[config.mk]
export PLATFORM = sky130hd
export DESIGN_NAME = lisnoc_vc_credit_scheduler
export DESIGN_NICKNAME = d
export VERILOG_FILES = /design/src/rtl/lisnoc_sched_pkg.sv /design/src/rtl/lisnoc_rr_arbiter.sv /design/src/rtl/lisnoc_vc_credit_scheduler.sv
export SDC_FILE = /design/constraint.sdc
export NUM_CORES = 1
export LEC_CHECK = 0
export BUFFER_PORTS_ARGS = -buffer_cell sky130_fd_sc_hd__buf_2
export CORE_ASPECT_RATIO = 1.4
export CORE_UTILIZATION = 45
export CTS_CLUSTER_SIZE = 28
export DETAILED_ROUTE_END_ITERATION = 10
export PLACE_DENSITY = 0.88
export SYNTH_ARGS = -nofsm -noshare
export SYNTH_HDL_FRONTEND = slang
export SYNTH_HIERARCHICAL = 1
export SYNTH_SLANG_ARGS = --single-unit
[constraint.sdc]
create_clock -name clk -period 3.5 [get_ports clk]
set_input_delay 0.35 -clock clk [delete_from_list [all_inputs] [get_ports clk]]
set_output_delay 0.35 -clock clk [all_outputs]
set_load 0.02 [all_outputs]
[src/rtl/lisnoc_sched_pkg.sv]
`default_nettype none
// +----------------------------------------------------------------------------+
// | Module      : lisnoc_sched_pkg                                             |
// | Description : Shared definitions for the LiSNoC VC credit scheduler and    |
// |               the round-robin arbiter: flit type codes, scheduler state    |
// |               encoding and a width helper.                                 |
// | Contents    : FLIT_PAYLOAD/HEADER/LAST/SINGLE, sched_state_e, clog2_min1   |
// | Revision    : 1.0 - initial release                                        |
// +----------------------------------------------------------------------------+
package lisnoc_sched_pkg;

  // Flit type codes, carried in the MSBs of every flit.
  localparam logic [1:0] FLIT_PAYLOAD = 2'b00;
  localparam logic [1:0] FLIT_HEADER  = 2'b01;
  localparam logic [1:0] FLIT_LAST    = 2'b10;
  localparam logic [1:0] FLIT_SINGLE  = 2'b11;

  // Link ownership: IDLE lets any VC compete, LOCKED reserves the link for
  // the VC that sent the last HEADER until its LAST/SINGLE goes out.
  typedef enum logic [0:0] {
    IDLE   = 1'b0,
    LOCKED = 1'b1
  } sched_state_e;

  // $clog2 that never returns 0, so a single-entry index still gets a bit.
  function automatic int clog2_min1(input int n);
    return (n <= 2) ? 1 : $clog2(n);
  endfunction

endpackage
`default_nettype wire

[src/rtl/lisnoc_rr_arbiter.sv]
`default_nettype none
// +----------------------------------------------------------------------------+
// | Module      : lisnoc_rr_arbiter                                            |
// | Description : Combinational round-robin arbiter. The search starts at the  |
// |               entry after ptr_i and wraps; the first requester wins.       |
// | Ports       : req_i [n]   request vector                                   |
// |               ptr_i [W]   index of the last winner (lowest priority)       |
// |               gnt_o [n]   one-hot grant, zero when nothing requests        |
// |               idx_o [W]   encoded index of the winner (0 when no grant)    |
// | Revision    : 1.0 - initial release                                        |
// +----------------------------------------------------------------------------+
module lisnoc_rr_arbiter
  import lisnoc_sched_pkg::*;
#(
  parameter int n = 2
) (
  input  logic [n-1:0]             req_i,
  input  logic [clog2_min1(n)-1:0] ptr_i,
  output logic [n-1:0]             gnt_o,
  output logic [clog2_min1(n)-1:0] idx_o
);

  localparam int W = clog2_min1(n);

  always_comb begin
    logic          found;
    logic [W-1:0]  cand;
    gnt_o = '0;
    idx_o = '0;
    found = 1'b0;
    // Offsets 1..n visit every entry once, ending with ptr_i itself.
    for (int i = 1; i <= n; i++) begin
      cand = W'((int'(ptr_i) + i) % n);
      if (!found && req_i[cand]) begin
        found        = 1'b1;
        gnt_o[cand]  = 1'b1;
        idx_o        = cand;
      end
    end
  end

endmodule
`default_nettype wire

[src/rtl/lisnoc_vc_credit_scheduler.sv]
`default_nettype none
// +----------------------------------------------------------------------------+
// | Module      : lisnoc_vc_credit_scheduler                                   |
// | Description : Shares one router output link among per-VC output FIFOs.     |
// |               One VC per cycle is granted round-robin, gated by per-VC     |
// |               downstream credits; optional packet lock keeps the link on   |
// |               one VC from HEADER to LAST.                                  |
// | Ports       : clk, rst_n         clock, async active-low reset             |
// |               fifo_valid_i  [V]  per-VC flit available                     |
// |               fifo_flit_i [V*F]  per-VC flit, VC v at slice v              |
// |               fifo_ready_o  [V]  one-hot grant / pop (combinational)       |
// |               credit_return_i[V] per-VC credit return pulse                |
// |               link_valid_o  [V]  registered one-hot VC tag                 |
// |               link_flit_o   [F]  registered link flit                      |
// |               err_o              sticky protocol / credit error            |
// | Revision    : 1.0 - initial release                                        |
// +----------------------------------------------------------------------------+
module lisnoc_vc_credit_scheduler
  import lisnoc_sched_pkg::*;
#(
  parameter int flit_data_width = 32,
  parameter int flit_type_width = 2,
  parameter int vchannels       = 2,
  parameter int credits         = 4,
  parameter int packet_lock     = 1
) (
  input  logic                                                   clk,
  input  logic                                                   rst_n,
  input  logic [vchannels-1:0]                                   fifo_valid_i,
  input  logic [vchannels*(flit_data_width+flit_type_width)-1:0] fifo_flit_i,
  output logic [vchannels-1:0]                                   fifo_ready_o,
  input  logic [vchannels-1:0]                                   credit_return_i,
  output logic [vchannels-1:0]                                   link_valid_o,
  output logic [flit_data_width+flit_type_width-1:0]             link_flit_o,
  output logic                                                   err_o
);

  localparam int FLIT_W = flit_data_width + flit_type_width;
  localparam int PTR_W  = clog2_min1(vchannels);
  localparam int CNT_W  = $clog2(credits + 1);

  localparam logic [CNT_W-1:0]           CREDIT_MAX = CNT_W'(credits);
  localparam logic [flit_type_width-1:0] T_PAYLOAD  = flit_type_width'(FLIT_PAYLOAD);
  localparam logic [flit_type_width-1:0] T_HEADER   = flit_type_width'(FLIT_HEADER);
  localparam logic [flit_type_width-1:0] T_LAST     = flit_type_width'(FLIT_LAST);
  localparam logic [flit_type_width-1:0] T_SINGLE   = flit_type_width'(FLIT_SINGLE);

  // State
  logic [PTR_W-1:0]      ptr_q;
  logic [PTR_W-1:0]      lock_vc_q;
  sched_state_e          state_q;
  logic [vchannels-1:0]  link_valid_q;
  logic [FLIT_W-1:0]     link_flit_q;
  logic                  err_q;
  logic [CNT_W-1:0]      credit_q [vchannels];
  logic [CNT_W-1:0]      credit_d [vchannels];

  // Arbitration
  logic [vchannels-1:0]        eligible;
  logic [vchannels-1:0]        gnt;
  logic [PTR_W-1:0]            gnt_idx;
  logic                        gnt_any;
  logic [FLIT_W-1:0]           gnt_flit;
  logic [flit_type_width-1:0]  gnt_type;
  logic                        type_err;
  logic                        credit_err;

  // While locked only lock_vc may compete; a locked VC with no credits
  // stalls the link rather than letting another VC slip in mid-packet.
  for (genvar v = 0; v < vchannels; v++) begin : g_elig
    assign eligible[v] = fifo_valid_i[v]
                       & (credit_q[v] != '0)
                       & ((state_q == IDLE) | (lock_vc_q == PTR_W'(v)));
  end

  lisnoc_rr_arbiter #(
    .n(vchannels)
  ) u_arb (
    .req_i (eligible),
    .ptr_i (ptr_q),
    .gnt_o (gnt),
    .idx_o (gnt_idx)
  );

  assign gnt_any  = |gnt;
  assign gnt_flit = fifo_flit_i[int'(gnt_idx)*FLIT_W +: FLIT_W];
  assign gnt_type = gnt_flit[FLIT_W-1 -: flit_type_width];

  // Pop is suppressed while reset is held so no flit is lost from a FIFO
  // that the output register cannot capture.
  assign fifo_ready_o = gnt & {vchannels{rst_n}};

  // Packet framing violations, only meaningful when locking is enabled.
  always_comb begin
    type_err = 1'b0;
    if ((packet_lock != 0) && gnt_any) begin
      if ((state_q == IDLE) && (gnt_type == T_PAYLOAD)) begin
        type_err = 1'b1;
      end else if ((state_q == LOCKED) && (gnt_type == T_HEADER)) begin
        type_err = 1'b1;
      end
    end
  end

  // Credit bookkeeping: a grant consumes, a return refunds, both cancel.
  // A refund into a full counter is dropped and flagged.
  always_comb begin
    credit_err = 1'b0;
    for (int v = 0; v < vchannels; v++) begin
      credit_d[v] = credit_q[v];
      if (credit_return_i[v] && !gnt[v]) begin
        if (credit_q[v] == CREDIT_MAX) begin
          credit_err = 1'b1;
        end else begin
          credit_d[v] = credit_q[v] + CNT_W'(1);
        end
      end else if (gnt[v] && !credit_return_i[v]) begin
        credit_d[v] = credit_q[v] - CNT_W'(1);
      end
    end
  end

  always_ff @(posedge clk or negedge rst_n) begin
    if (!rst_n) begin
      ptr_q        <= PTR_W'(vchannels - 1);
      lock_vc_q    <= '0;
      state_q      <= IDLE;
      link_valid_q <= '0;
      link_flit_q  <= '0;
      err_q        <= 1'b0;
      for (int v = 0; v < vchannels; v++) begin
        credit_q[v] <= CREDIT_MAX;
      end
    end else begin
      link_valid_q <= gnt;
      if (gnt_any) begin
        link_flit_q <= gnt_flit;
        ptr_q       <= gnt_idx;
      end
      for (int v = 0; v < vchannels; v++) begin
        credit_q[v] <= credit_d[v];
      end
      err_q <= err_q | type_err | credit_err;

      if ((packet_lock != 0) && gnt_any) begin
        case (state_q)
          IDLE: begin
            if (gnt_type == T_HEADER) begin
              state_q   <= LOCKED;
              lock_vc_q <= gnt_idx;
            end
          end
          LOCKED: begin
            if ((gnt_type == T_LAST) || (gnt_type == T_SINGLE)) begin
              state_q <= IDLE;
            end
          end
          default: state_q <= IDLE;
        endcase
      end
    end
  end

  assign link_valid_o = link_valid_q;
  assign link_flit_o  = link_flit_q;
  assign err_o        = err_q;

endmodule
`default_nettype wire
==> reports/qor.txt, run 1 <==
POWER
---------------------------------------------------------------------------------------
Part of the total power dissipated in sequential elements ................        34.0%
IR drop worst, VDD .......................................................   0.000463 V
Net switching share of the total power ...................................        43.8%
Share of power burned in the clock network ...............................        13.4%
Power density of the placed cells ........................................   942 nW/µm²
Net load switching power .................................................      1.28 mW
Internal power contribution ..............................................      1.64 mW
Combinational share of power .............................................        52.6%
Leakage power summed over all cells ......................................      1.50 nW
PnR Total Power ..........................................................      2.92 mW

CRITICAL PATH
---------------------------------------------------------------------------------------
Worst setup slack for register-to-register paths .........................      0.91 ns
Start-to-end type of the worst setup path ................................   reg -> reg
Number of buffer and inverter stages on the critical path ................            2
Crit end category ........................................................     register
Origin of the critical flop-to-flop path ................................. credit_q[0]$_DFFE_PN0P_
Reg2Reg Depth ............................................................            9
Data arrival time at the worst-slack endpoint ............................      2.77 ns
Cells traversed along the worst timing path .............................. o311a_1 > a21boi_0 > buf_4 > nor2b_1 > inv_1 > fa_1 > mux2i_1 > nor2_1 > a221o_1
Worst path top cell family by delay ...................................... compound AO/OA/AOI/OAI gates
Slowest stage cell on the critical path .................................. sky130_fd_sc_hd__fa_1
Startpoint of the worst setup timing path ................................ credit_q[0]$_DFFE_PN0P_
Max incr delay on CP .....................................................      0.48 ns
Crit-path max FO .........................................................           13
Worst R2R End ............................................................ credit_q[1]$_DFFE_PN0P_
Worst endpoint required time .............................................      3.69 ns
CP Launch Type ...........................................................     register

FLOORPLANNING
---------------------------------------------------------------------------------------
Area of the core region ..................................................     4920 µm²
I/O pin total ............................................................          113
Number of rows in the core area ..........................................           30
Initial core utilization .................................................        47.7%
Chip width ...............................................................      63.0 µm
Die Y-Extent .............................................................      87.5 µm
Floorplan die area .......................................................     5510 µm²

FINISH
---------------------------------------------------------------------------------------
Fill cell total of the finished layout ...................................          417
Diodes inserted ..........................................................            0
Share of final-layout standard cells stronger than drive strength 1 ......        38.7%
Net count reported at finish .............................................          419
Most common library cell in the layout ignoring fill and taps ............ sky130_fd_sc_hd__buf_2
Most frequent cells in the layout ........................................ sky130_fd_sc_hd__buf_2 (112), sky130_fd_sc_hd__dfrtp_1 (43), sky130_fd_sc_hd__nand2_1 (40)
Signed area change from the synthesized netlist to the final layout ......        32.1%

GLOBAL ROUTE
---------------------------------------------------------------------------------------
Total global routing overflow ............................................            0
Pin count of the biggest net entering global routing .....................           67
GR Util All Layers .......................................................        20.8%
Vias in the first global route ...........................................         2073
Antenna violations before repair .........................................            0
First-pass GRT wire length ...............................................      8850 µm

SYNTHESIS
---------------------------------------------------------------------------------------
Number of enable-type register cells in the synthesized netlist ..........            0
Register bit count reported by yosys .....................................           46
Share of async-settable or async-resettable flops after synthesis ........         100%
Area leader, netlist ..................................................... sky130_fd_sc_hd__dfrtp_1
Synth cell types .........................................................           35
Post-synthesis instance area .............................................     2350 µm²
Area fraction of the dominant cell type after synthesis ..................        45.8%
Sequential share of the synthesized area .................................        49.2%
Nets in the synthesized netlist ..........................................          307
Mean Syn Cell Area .......................................................     10.2 µm²
Number of standard cells after synthesis .................................          231
Largest cells by area after synthesis .................................... sky130_fd_sc_hd__dfrtp_1 (46%), sky130_fd_sc_hd__mux2i_1 (14%), sky130_fd_sc_hd__o21ai_1 (7.2%), sky130_fd_sc_hd__nand2_1 (6.4%), sky130_fd_sc_hd__dfstp_2 (3.4%)
Top FF cell, synth ....................................................... sky130_fd_sc_hd__dfrtp_1
Number of warning messages in the yosys log ..............................            6

PLACE
---------------------------------------------------------------------------------------
DP HPWL ..................................................................      3990 µm
Buffers added on ports ...................................................          112
Gpl congestion ...........................................................        0.774

DRT
---------------------------------------------------------------------------------------
Drt via density ..........................................................         4.97
Number of nets with antenna violations after routing .....................            0
DR pass1 iterations ......................................................            4
Number of violations reported at the end of detailed-routing iteration 0 .           75
Mean routed wirelength per cell ..........................................      12.9 µm
Residual DRC .............................................................            0
Vias post-DR .............................................................         2028
Total Wirelength .........................................................      5250 µm

TIMING
---------------------------------------------------------------------------------------
Final Critical Period ....................................................      2.59 ns
Relative slew margins ....................................................        55.5%
Unrepaired setup endpoints after global routing ..........................           no
Slew of the pin with the lowest slew margin ..............................     0.666 ns
Setup skew after layout ..................................................   0.00866 ns
Max Freq .................................................................    0.387 GHz
Share of the cycle needed by the critical path after routing .............        73.9%
Final Hold Vio Count .....................................................            0
Final-layout setup total negative slack ..................................         0 ns
Final Slew Violations ....................................................            0
Count of final setup violators ...........................................            0

CLOCKING
---------------------------------------------------------------------------------------
Clock transition at the registers of the reported paths ..................      0.09 ns
Hold bufs inserted after CTS .............................................            1
CTS Sinks ................................................................           46
Clock tree from TritonCTS ................................................         done
CTS HTree Levels .........................................................            2
Number of gates given a new drive strength after cts .....................            0
Cell at the root of the clock tree ....................................... sky130_fd_sc_hd__clkbuf_8
Setup Buffers After CTS ..................................................            0
Buffers from clock root to sink, at most .................................            2
Clock insertion delay at the later pin of the skew report ................      0.29 ns
CTS Buf Count ............................................................            5

HOLD PATH
---------------------------------------------------------------------------------------
Beginning of the worst hold path ......................................... credit_return_i[1]
Min-Delay Path Depth .....................................................            2
HP Class .................................................................    in -> reg
Worst hold path endpoint ................................................. credit_q[2]$_DFFE_PN1P_

OUTCOME
---------------------------------------------------------------------------------------
Status ................................................................... finished, final reports clean

RUN
---------------------------------------------------------------------------------------
Total of max-cap violations ..............................................            0

registers in the layout (all words and copies together), names as in the netlist:
signal and cells:
state_q 1, lock_vc_q 1, credit_q 6, link_valid_o 2, link_flit_o 34, err_o 1
ptr_q 1
per-layer routing:
| metal | vias up | track usage (%) | wire (µm) |
|---|---|---|---|
| met5 | - | 0 | 0 |
| met4 | 0 | 7.19 | 65 |
| met3 | 4 | 4.97 | 266 |
| met2 | 72 | 39.4 | 2840 |
| met1 | 925 | 22.1 | 2080 |
| li1 | 1027 | - | - |
worst max-delay path by stage:
stage,cells past startpoint,slack (ns),to
floorplan,9,1.00,credit_q[1]$_DFFE_PN0P_
global placement,9,1.03,credit_q[1]$_DFFE_PN0P_
detailed placement,9,0.92,credit_q[1]$_DFFE_PN0P_
CTS,9,0.90,credit_q[1]$_DFFE_PN0P_
global route,9,0.72,credit_q[1]$_DFFE_PN0P_
finish,9,0.91,credit_q[1]$_DFFE_PN0P_
metrics by stage:
step	worst slack, ns	area (µm²)	hold slack, ns	cells	utilization (%)
final	0.914	3100	0.292	408	63.1
after global routing	0.717	3100	0.299	408	63.1
after CTS	0.903	3100	0.282	408	63.1
after detailed placement	0.920	2980	0.307	399	60.5
after floorplan	1.00	2350	0.0544	231	-
after global placement	1.03	2980	0.302	399	60.5
cell families (layout without fill, tap and decap cells):
logic type,count (synthesis),after routing,synth area share [%]
flops,46,46,49.2
mux,37,37,16.2
compound gates,56,56,14.4
fa+ha+maj,2,2,1.71
buf+inv,17,130,3.52
xor+xnor,1,1,0.373
simple gates,72,72,14.6
cell usage after synthesis, types with 2 or more instances:
master,number
sky130_fd_sc_hd__a21oi_1,3
sky130_fd_sc_hd__nor2b_1,8
sky130_fd_sc_hd__o22ai_1,2
sky130_fd_sc_hd__nand2b_1,6
sky130_fd_sc_hd__nor3_1,2
sky130_fd_sc_hd__and2_1,2
sky130_fd_sc_hd__a21boi_0,2
sky130_fd_sc_hd__a221o_1,2
sky130_fd_sc_hd__nor2_1,7
sky130_fd_sc_hd__o21ai_1,34
sky130_fd_sc_hd__nand2_1,40
sky130_fd_sc_hd__or2_0,2
sky130_fd_sc_hd__inv_1,4
sky130_fd_sc_hd__dfstp_2,3
sky130_fd_sc_hd__o311a_1,2
sky130_fd_sc_hd__dfrtp_1,43
sky130_fd_sc_hd__nand3b_1,2
sky130_fd_sc_hd__clkbuf_1,3
sky130_fd_sc_hd__fa_1,2
sky130_fd_sc_hd__mux2i_1,34
sky130_fd_sc_hd__buf_2,9
sky130_fd_sc_hd__a211oi_1,6
power by group through the flow:
stage	clock network [mW]	registers (mW)	logic [mW]
3_5_place_dp	0	1.00	1.56
2_1_floorplan	0	1.24	0.871
4_1_cts	0.407	0.995	1.56
5_1_grt	0.430	1.04	1.71
6_report	0.392	0.994	1.54
3_3_place_gp	0	0.990	1.50
area by class of cell:
type / count / area, µm² / share of cell area (%)
inverters: 4 / 15.0 / 0.484
flip-flops and latches: 46 / 1150 / 37.2
clock inverters: 3 / 45.0 / 1.45
multi-input cells: 168 / 1130 / 36.4
well taps: 64 / 80.1 / 2.58
clock buffers: 5 / 68.8 / 2.22
repair buffers: 118 / 608 / 19.6
Note: power is estimated with default switching activity, not from simulation.
==> run 2, diff against run 1 <==
--- a/config.mk
+++ b/config.mk
@@ -7,10 +7,10 @@
 export LEC_CHECK = 0
 export BUFFER_PORTS_ARGS = -buffer_cell sky130_fd_sc_hd__buf_2
 export CORE_ASPECT_RATIO = 1.4
-export CORE_UTILIZATION = 45
+export CORE_UTILIZATION = 42
 export CTS_CLUSTER_SIZE = 28
 export DETAILED_ROUTE_END_ITERATION = 10
-export PLACE_DENSITY = 0.88
+export PLACE_DENSITY = 0.87
 export SYNTH_ARGS = -nofsm -noshare
 export SYNTH_HDL_FRONTEND = slang
 export SYNTH_HIERARCHICAL = 1
==> constraint.sdc (replaced) <==
create_clock -name clk -period 2.2 [get_ports clk]
set_input_delay 0.22 -clock clk [delete_from_list [all_inputs] [get_ports clk]]
set_output_delay 0.22 -clock clk [all_outputs]
set_load 0.02 [all_outputs]
==> run 2 against run 1 <==
Against the previous run:
- sequential share of layout area decreased by 1.7 points
- first-iteration DRC count rose by 16%
- non-clock buffer count rose by 11
- wire length up 5.6%
- flip-flop and latch count did not move
- die area is 6.9% higher
- via count is 2.7% higher
- clock-buffer cell count rose by 2
- largest power group unchanged
- highest routed layer unchanged
==> reports/qor.txt, run 2 (same netlist as run 1, synthesis figures left out) <==
FLOORPLANNING
---------------------------------------------------------------------------------------
Number of rows in the core area ..........................................           31   +3.3%
Chip width ...............................................................      65.2 µm   +3.4%
Initial core utilization .................................................        44.5%   -3.2 points
Area of the core region ..................................................     5280 µm²   +7.3%
Die Y-Extent .............................................................      90.5 µm   +3.4%
I/O pin total ............................................................          113   unchanged
Floorplan die area .......................................................     5900 µm²   +6.9%

CRITICAL PATH
---------------------------------------------------------------------------------------
Worst endpoint required time .............................................      2.39 ns   -1.30 ns
Worst setup slack for register-to-register paths .........................      0.03 ns   -0.89 ns
Crit end category ........................................................     register
Crit-path max FO .........................................................            3   -10
Data arrival time at the worst-slack endpoint ............................      2.36 ns   -0.41 ns
Slowest stage cell on the critical path .................................. sky130_fd_sc_hd__fa_2
Reg2Reg Depth ............................................................            8   -1
Start-to-end type of the worst setup path ................................   reg -> reg
Max incr delay on CP .....................................................      0.43 ns   -0.05 ns
CP Launch Type ...........................................................     register
Cells traversed along the worst timing path .............................. o311a_4 > a21boi_2 > nor2b_4 > inv_1 > fa_2 > mux2i_1 > nor2_1 > a221o_1

DRT
---------------------------------------------------------------------------------------
Total Wirelength .........................................................      5540 µm   +5.6%
Number of violations reported at the end of detailed-routing iteration 0 .           87   +16%
Residual DRC .............................................................            0   unchanged
Number of nets with antenna violations after routing .....................            0   unchanged
Drt via density ..........................................................         4.95   -0.51%
Mean routed wirelength per cell ..........................................      13.2 µm   +2.3%
DR pass1 iterations ......................................................            4   unchanged
Vias post-DR .............................................................         2082   +2.7%

GLOBAL ROUTE
---------------------------------------------------------------------------------------
Antenna violations before repair .........................................            0   unchanged
Vias in the first global route ...........................................         2122   +2.4%
First-pass GRT wire length ...............................................      9200 µm   +4.0%
Pin count of the biggest net entering global routing .....................           67   unchanged
Total global routing overflow ............................................            0   unchanged
GR Util All Layers .......................................................        20.0%   -0.76 points

CLOCKING
---------------------------------------------------------------------------------------
CTS Sinks ................................................................           46   unchanged
Clock insertion delay at the later pin of the skew report ................      0.30 ns   about the same
CTS Buf Count ............................................................            5   unchanged
Cell at the root of the clock tree ....................................... sky130_fd_sc_hd__clkbuf_8
CTS HTree Levels .........................................................            2   unchanged
Clock tree from TritonCTS ................................................         done
Buffers from clock root to sink, at most .................................            2   unchanged
Clock transition at the registers of the reported paths ..................      0.09 ns   about the same

FINISH
---------------------------------------------------------------------------------------
Fill cell total of the finished layout ...................................          463   +11%
Non-Filler Cell Area, Final ..............................................     3250 µm²   +4.8%
Net count reported at finish .............................................          430   +2.6%
Diodes inserted ..........................................................            0   unchanged
Most frequent cells in the layout ........................................ sky130_fd_sc_hd__buf_2 (112), sky130_fd_sc_hd__dfrtp_1 (43), sky130_fd_sc_hd__nand2_1 (40)
Number of flip-flops in the largest register .............................           34   unchanged
Area used by multi-input combinational logic .............................     1170 µm²   +4.1%
Most common library cell in the layout ignoring fill and taps ............ sky130_fd_sc_hd__buf_2
Signed area change from the synthesized netlist to the final layout ......        38.4%
Total area of sequential cells ...........................................     1150 µm²   unchanged
Share of final-layout standard cells stronger than drive strength 1 ......        42.8%   +4.2 points

TIMING
---------------------------------------------------------------------------------------
Count of final setup violators ...........................................            0   unchanged
Unrepaired setup endpoints after global routing ..........................          yes
Max Freq .................................................................    0.460 GHz   +19%
Slew of the pin with the lowest slew margin ..............................     0.524 ns   -0.142 ns
Final Hold Vio Count .....................................................            0   unchanged
Share of the cycle needed by the critical path after routing .............        98.7%   +25 points
Setup skew after layout ..................................................   0.00701 ns   -0.00165 ns
Final Slew Violations ....................................................            0   unchanged
Relative slew margins ....................................................        65.1%   +9.6 points
Final Critical Period ....................................................      2.17 ns   -0.414 ns

POWER
---------------------------------------------------------------------------------------
IR drop worst, VDD .......................................................   0.000781 V   +69%
Internal power contribution ..............................................      2.76 mW   +68%
Net load switching power .................................................      2.13 mW   +67%
PnR Total Power ..........................................................      4.89 mW   +67%
Net switching share of the total power ...................................        43.6%   -0.20 points
Leakage power summed over all cells ......................................      1.58 nW   +5.5%
Part of the total power dissipated in sequential elements ................        31.0%   -3.0 points
Power density of the placed cells ........................................  1510 nW/µm²   +60%
Share of power burned in the clock network ...............................        11.7%   -1.7 points
Combinational share of power .............................................        57.3%   +4.7 points

HOLD PATH
---------------------------------------------------------------------------------------
HP Class .................................................................    in -> reg
Min-Delay Path Depth .....................................................            2   unchanged

OUTCOME
---------------------------------------------------------------------------------------
Status ................................................................... finished, final reports clean

PLACE
---------------------------------------------------------------------------------------
Buffers added on ports ...................................................          112   unchanged
DP HPWL ..................................................................      4150 µm   +4.2%
Gpl congestion ...........................................................        0.789   +2.0%
Placed Instance Area .....................................................     3090 µm²   +4.0%

RUN
---------------------------------------------------------------------------------------
Total of max-cap violations ..............................................            0   unchanged

## run 2: changes by cell type in the layout (fill, tap and decap cells not counted), sizes merged
cell,delta
clkbuf,+2
buf,+11
bufinv,-1
clkinvlp,-2
clkinv,+1
## run 2: worst paths after layout
path / from / endpoint
min reg2reg: link_flit_o[26]$_DFFE_PN0N_ / link_flit_o[26]$_DFFE_PN0N_
min: credit_return_i[0] / credit_q[5]$_DFFE_PN1P_
max: credit_q[4]$_DFFE_PN0P_ / credit_q[4]$_DFFE_PN0P_
max in group asynchronous: rst_n / ptr_q$_DFFE_PN1N_
min in group asynchronous: rst_n / link_valid_o[1]$_DFF_PN0_
max reg2reg: credit_q[4]$_DFFE_PN0P_ / credit_q[4]$_DFFE_PN0P_
## run 2: power by group through the flow
stage / combinational, mW / clock, mW / sequential, mW
2_1_floorplan: 1.41 / 0 / 1.97
3_3_place_gp: 2.66 / 0 / 1.50
3_5_place_dp: 2.78 / 0 / 1.51
4_1_cts: 2.79 / 0.588 / 1.51
5_1_grt: 3.06 / 0.626 / 1.57
6_report: 2.80 / 0.573 / 1.51
## run 2: what timing repair did
action,in CTS,in global routing
pin swaps,0,0
setup buffers,0,1
hold endpoints to repair,4,0
hold buffers,1,0
endpoints found under the setup margin,2,4
resized for setup,3,4
## run 2: per-stage QoR
| stage | utilization [%] | cells | worst slack [ns] | TNS (ns) | hold WS (ns) |
|---|---|---|---|---|---|
| global placement | 58.7 | 411 | 0.0171 | 0 | 0.0662 |
| finish | 61.6 | 421 | 0.0279 | 0 | 0.164 |
| floorplan | - | 231 | -0.113 | -0.218 | -0.0756 |
| global route | 61.6 | 421 | -0.0615 | -0.119 | 0.168 |
| detailed placement | 58.7 | 411 | -0.0388 | -0.0738 | 0.0649 |
| CTS | 61.2 | 420 | -0.0177 | -0.0227 | 0.150 |
## run 2: critical path, delay by kind of cell (launching register included)
family                   cells  cell delay [ns]
AO/OA/AOI/OAI                3             0.85
adder cells (fa/ha/maj)      1             0.43
flip-flops                   1             0.41
AND/OR/NAND/NOR              2             0.16
multiplexers                 1             0.15
buffers and inverters        1             0.05
## run 2: layout make-up
| class | count | area share (%) |
|---|---|---|
| flip-flops and latches | 46 | 35.6 |
| inverters | 4 | 0.462 |
| well taps | 66 | 2.54 |
| clock inverters | 1 | 0.270 |
| clock buffers | 7 | 2.97 |
| multi-input cells | 168 | 36.2 |
| repair buffers | 129 | 22.0 |
## run 2: layer usage
layer  part of all wire [%]  global-route usage (%)  up-vias
met1                     40                    21.4      953
met2                     54                    36.3       73
met5                      0                       0        -
li1                       -                       -     1047
met4                    1.7                    8.33        0
met3                    4.4                    4.80        9
